--- config.mk ---
export PLATFORM = sky130hd
export DESIGN_NAME = time_counters
export DESIGN_NICKNAME = d
export VERILOG_FILES = /design/src/rtl/time_counters.sv
export SDC_FILE = /design/constraint.sdc
export NUM_CORES = 1
export LEC_CHECK = 0
export BUFFER_PORTS_ARGS = -buffer_cell sky130_fd_sc_hd__buf_2
export CAP_MARGIN = 20
export CORE_MARGIN = 1
export CORE_UTILIZATION = 47
export DETAILED_ROUTE_END_ITERATION = 8
export PLACE_DENSITY = 0.76
export SYNTH_ARGS = -nofsm -noshare
export SYNTH_HDL_FRONTEND = slang
export SYNTH_SLANG_ARGS = --single-unit
export TNS_END_PERCENT = 100
--- constraint.sdc ---
create_clock -name i_Clock -period 1.9 [get_ports i_Clock]
set_input_delay 0.38 -clock i_Clock [delete_from_list [all_inputs] [get_ports i_Clock]]
set_output_delay 0.38 -clock i_Clock [all_outputs]
set_load 0.1 [all_outputs]
--- src/rtl/time_counters.sv ---
// ---------------------------------------------------------------------------
// time_counters
//
// BCD timekeeping register bank holding seconds, minutes and hours. In normal
// mode the fields advance as a clock on the 1 Hz tick, with carries rippling
// from seconds to minutes to hours. In set mode each enabled field steps by
// one on the set tick and wraps on its own, without carrying into the next
// field. The BCD outputs feed the display multiplexer.
//
// Parameters:
//   HOURS_MAX   last hour value before wrapping to 00 (decimal, 24-hour)
//   MINSEC_MAX  last minute/second value before wrapping to 00 (decimal)
//
// Ports:
//   i_Clock                      system clock, rising edge
//   i_Reset                      synchronous active-high reset, clears all
//   i_Tick_1Hz                   single-cycle timekeeping strobe
//   i_Tick_Set                   single-cycle set-mode step strobe
//   i_Counters_Reset             holds seconds at 00 while high
//   i_Counters_Enable_Increment  1 = set mode, 0 = normal timekeeping
//   i_Counters_Enable_Count      per-field enables {hours, minutes, seconds}
//   o_Seconds                    BCD seconds {tens, ones}
//   o_Minutes                    BCD minutes {tens, ones}
//   o_Hours                      BCD hours {tens, ones}
//   o_Day_Wrap                   one-cycle pulse on 23:59:59 -> 00:00:00
// ---------------------------------------------------------------------------
module time_counters #(
  parameter int HOURS_MAX  = 23,
  parameter int MINSEC_MAX = 59
) (
  input  logic       i_Clock,
  input  logic       i_Reset,
  input  logic       i_Tick_1Hz,
  input  logic       i_Tick_Set,
  input  logic       i_Counters_Reset,
  input  logic       i_Counters_Enable_Increment,
  input  logic [2:0] i_Counters_Enable_Count,
  output logic [7:0] o_Seconds,
  output logic [7:0] o_Minutes,
  output logic [7:0] o_Hours,
  output logic       o_Day_Wrap
);

  // Wrap limits in BCD form so they compare directly against the registers.
  localparam logic [7:0] HOURS_MAX_BCD  = {4'(HOURS_MAX / 10),  4'(HOURS_MAX % 10)};
  localparam logic [7:0] MINSEC_MAX_BCD = {4'(MINSEC_MAX / 10), 4'(MINSEC_MAX % 10)};

  logic [7:0] seconds_q, seconds_d;
  logic [7:0] minutes_q, minutes_d;
  logic [7:0] hours_q,   hours_d;
  logic       day_wrap_q, day_wrap_d;

  logic       normal_step;
  logic       set_step;
  logic       sec_step;
  logic       min_step;
  logic       hour_step;
  logic       sec_carry;
  logic       min_carry;

  // One BCD increment: wrap to 00 at the field limit, otherwise ripple the
  // ones digit into the tens digit at 9.
  function automatic logic [7:0] bcd_inc(input logic [7:0] value,
                                         input logic [7:0] max_value);
    logic [7:0] result;
    if (value == max_value) begin
      result = 8'h00;
    end else if (value[3:0] == 4'd9) begin
      result = {value[7:4] + 4'd1, 4'd0};
    end else begin
      result = {value[7:4], value[3:0] + 4'd1};
    end
    return result;
  endfunction

  // Step and carry decode. Normal mode only listens to the 1 Hz tick and set
  // mode only to the set tick, so the ignored strobe never needs masking
  // anywhere else. Counters_Reset kills the seconds step, which also kills
  // the carry chain for that cycle.
  always_comb begin
    normal_step = i_Tick_1Hz & ~i_Counters_Enable_Increment;
    set_step    = i_Tick_Set &  i_Counters_Enable_Increment;

    sec_carry = normal_step & i_Counters_Enable_Count[0] & ~i_Counters_Reset &
                (seconds_q == MINSEC_MAX_BCD);
    min_carry = sec_carry & i_Counters_Enable_Count[1] &
                (minutes_q == MINSEC_MAX_BCD);

    sec_step  = (normal_step | set_step) & i_Counters_Enable_Count[0] &
                ~i_Counters_Reset;
    min_step  = (set_step & i_Counters_Enable_Count[1]) | min_carry;
    hour_step = (set_step & i_Counters_Enable_Count[2]) |
                (min_carry & i_Counters_Enable_Count[2]);
  end

  // Next-state values for every field plus the day wrap pulse, which only
  // fires when the full normal-mode carry chain reaches the hour limit.
  always_comb begin
    seconds_d  = seconds_q;
    minutes_d  = minutes_q;
    hours_d    = hours_q;
    day_wrap_d = 1'b0;

    if (i_Counters_Reset) begin
      seconds_d = 8'h00;
    end else if (sec_step) begin
      seconds_d = bcd_inc(seconds_q, MINSEC_MAX_BCD);
    end

    if (min_step) begin
      minutes_d = bcd_inc(minutes_q, MINSEC_MAX_BCD);
    end

    if (hour_step) begin
      hours_d = bcd_inc(hours_q, HOURS_MAX_BCD);
    end

    day_wrap_d = min_carry & i_Counters_Enable_Count[2] &
                 (hours_q == HOURS_MAX_BCD);
  end

  // State registers; reset overrides every other input.
  always_ff @(posedge i_Clock) begin
    if (i_Reset) begin
      seconds_q  <= 8'h00;
      minutes_q  <= 8'h00;
      hours_q    <= 8'h00;
      day_wrap_q <= 1'b0;
    end else begin
      seconds_q  <= seconds_d;
      minutes_q  <= minutes_d;
      hours_q    <= hours_d;
      day_wrap_q <= day_wrap_d;
    end
  end

  assign o_Seconds  = seconds_q;
  assign o_Minutes  = minutes_q;
  assign o_Hours    = hours_q;
  assign o_Day_Wrap = day_wrap_q;

endmodule

==> results.sh <==
export IMPL_hold_depth=2
export IMPL_setup_viol=0
export IMPL_synth_flop_cell="dfxtp_1"
export IMPL_grt_max_degree=25
export IMPL_fin_util_pct=62.7
export IMPL_drive_gt1_share_pct=38.9
export IMPL_synth_cell_area_sq_mm=0.00142
export IMPL_arrival_ns=2.10
export IMPL_run_status="finished with violations"
export IMPL_yosys_warnings=0
export IMPL_syn_num_nets=179
export IMPL_area_growth_pct=23.8
export IMPL_cts_inserted_buffers=3
export IMPL_netlist_area_leader_share_pct=35.2
export IMPL_max_cap_viol_count=0
export IMPL_max_vdd_ir_drop_mv=0.308
export IMPL_slew_headroom_pct=67.2
export IMPL_cp_max_fo=7
export IMPL_reg2reg_to="o_Minutes[6]"
export IMPL_holdPathEnd="o_Seconds[4]"
export IMPL_cp_end_kind="flip-flop"
export IMPL_power_density_mw_per_mm2=488
export IMPL_grt_ovfl_total=0
export IMPL_place_congestion=0.812
export IMPL_power_total_w=0.000859
export IMPL_drtIter0Drc=106
export IMPL_synth_edff_count=0
export IMPL_cts_sinks=25
export IMPL_cts_buffer_depth=2
export IMPL_yosysUniqueCellTypes=47
export IMPL_fmax_mhz=543
export IMPL_nets=218
export IMPL_regToRegStartpoint="o_Minutes[5]"
export IMPL_vias_per_cell=5.86
export IMPL_ant_nets=0
export IMPL_clk_latency_ns=0.32
export IMPL_syn_area_per_cell_sq_um=8.88
export IMPL_wl_per_cell_microns=14.1
export IMPL_die_h_microns=57.0
export IMPL_synth_cells=160
export IMPL_first_pass_iters=6
export IMPL_r2r_worst_path_cells=7
export IMPL_grt_usage_pct=21.5
export IMPL_grt_antenna_before_repair=0
export IMPL_async_flop_share_pct=0
export IMPL_reg2reg_slack_ns=0.06
export IMPL_synth_top_cells_by_count="25 x dfxtp_1, 15 x nor2_1, 12 x a21oi_1, 12 x nand2_1, 10 x ha_1"
export IMPL_period_minus_slack_ns=1.84
export IMPL_cts_tree="done"
export IMPL_synth_most_common_cell="dfxtp_1"
export IMPL_die_w_microns=57.0
export IMPL_clockRootBuffer="clkbuf_4"
export IMPL_io_buffers=33
export IMPL_start_kind="flip-flop"
export IMPL_grt_pass1_wl_mm=5.53
export IMPL_die_area_sq_mm=0.00325
export IMPL_setup_tns_ns=0
export IMPL_slew_violations=0
export IMPL_wl_mm=3.24
export IMPL_synth_area_leaders="dfxtp_1 35%, ha_1 8.8%, a21oi_1 4.2%"
export IMPL_via_count=1341
export IMPL_worst_hold_path_type="input pin to flip-flop"
export IMPL_synth_seq_cells=25
export IMPL_hold_violations=0
export IMPL_dpl_hpwl_mm=2.34
export IMPL_row_count=19
export IMPL_start_util_pct=50.7
export IMPL_io_pins=34
export IMPL_worst_setup_path_type="flip-flop to flip-flop"
export IMPL_drc_errors=8
export IMPL_p_leak_nw=0.772
export IMPL_clk_pin_slew_ns=0.15
export IMPL_rsz0062_at_grt="true"
export IMPL_htreeDepth=1
export IMPL_hp_start="i_Counters_Reset"
export IMPL_required_ns=2.16
export IMPL_failed_checks="DRC"
export IMPL_worst_slew_pin_slew_ns=0.495
export IMPL_fin_crit_sh_pct=96.9
export IMPL_first_global_vias=1238
export IMPL_n_antenna_cell=0
export IMPL_clock_skew_final_ns=0.00742
export IMPL_synthDominantAreaCellType="dfxtp_1"
export IMPL_core_sq_mm=0.00281
export IMPL_yosysSeqAreaShare_pct=35.2
## worst max path at each step
stage,cells after the start,from,slack (ns),endpoint
after floorplan,6,o_Minutes[4],-0.03,o_Minutes[6]
after global placement,6,i_Counters_Reset,0.11,o_Minutes[6]
after detailed placement,7,o_Minutes[5],0.03,o_Minutes[6]
after CTS,7,o_Minutes[5],0.003,o_Minutes[6]
after global routing,7,o_Minutes[5],-0.008,o_Minutes[6]
final,7,o_Minutes[5],0.06,o_Minutes[6]
## timing repair
item	4_1_cts	5_1_grt
endpoints found under the setup margin	0	7
hold buffers	0	0
setup buffers	0	1
hold endpoints to repair	0	0
gates resized for setup	0	6
## layer usage
layer  wire length [microns]  global-route usage, %  vias up
met2                    1550                   34.5       43
met3                     158                   2.95        6
met4                      53                   11.5        0
met1                    1470                   28.1      624
met5                       0                      0        -
li1                        -                      -      668
## critical path, stage by stage (launching register included)
cell and delay [ns]:
dfxtp_4 0.39, inv_4 0.06, ha_4 0.15, nand3b_4 0.11, nor4_4 0.34, a21oi_4 0.13, or4b_1 0.48, a21oi_1 0.12
## flip-flops by register name, indices dropped and copies added, names as in the netlist
name	count
o_Hours	8
o_Minutes	8
o_Seconds	8
o_Day_Wrap	1
## where the power goes
| group | switching, W | total (W) | internal (W) |
|---|---|---|---|
| combinational | 0.0000662 | 0.0000889 | 0.0000227 |
| clock | 0.000170 | 0.000249 | 0.0000789 |
| sequential | 0.00000618 | 0.000522 | 0.000515 |
| total | 0.000242 | 0.000859 | 0.000617 |
## kinds of logic after synthesis
logic type,synth area share (%)
AND/OR/NAND/NOR,32.7
AO/OA/AOI/OAI,15.5
flip-flops,35.2
adder cells (fa/ha/maj),8.80
buffers and inverters,2.38
XOR/XNOR,3.08
multiplexers,2.29
## cells in the final DEF, fill, tap and decap left out, types with 2 or more instances in the layout
| cell type | instances |
|---|---|
| nor2b_1 | 2 |
| xor2_1 | 3 |
| nor2_1 | 15 |
| buf_4 | 3 |
| a21oi_4 | 2 |
| ha_1 | 9 |
| a211oi_1 | 2 |
| nand3_1 | 6 |
| a21oi_1 | 12 |
| nand2b_1 | 4 |
| or3_1 | 3 |
| o21ai_0 | 2 |
| o31ai_1 | 2 |
| nand2_1 | 12 |
| nand4_1 | 3 |
| o21ai_1 | 3 |
| a311oi_1 | 2 |
| dfxtp_4 | 10 |
| nor3_1 | 6 |
| xnor2_1 | 2 |
| nor4_4 | 2 |
| clkbuf_4 | 3 |
| and2_1 | 2 |
| dfxtp_2 | 12 |
| buf_2 | 33 |
| dfxtp_1 | 3 |
| nor3b_1 | 3 |
| or4_1 | 3 |
| inv_1 | 5 |
| nor4b_1 | 3 |
## through the flow
step	setup WS, ns	area (sq um)	hold WS [ns]	cells
after floorplan	-0.0300	1490	0.449	160
after global placement	0.108	1700	0.472	223
after detailed placement	0.0256	1700	0.484	223
after CTS	0.00338	1720	0.223	227
after global routing	-0.00799	1760	0.228	229
final	0.0583	1760	0.243	229
## layout make-up
class / instances / area, sq um
fillers: 249 / 1050
repair buffers: 36 / 188
clock inverters: 1 / 5.00
multi-input cells: 127 / 927
clock buffers: 3 / 22.5
flip-flops and latches: 25 / 553
well taps: 31 / 38.8
inverters: 6 / 25.0
Note: power is estimated with default switching activity, not from simulation.
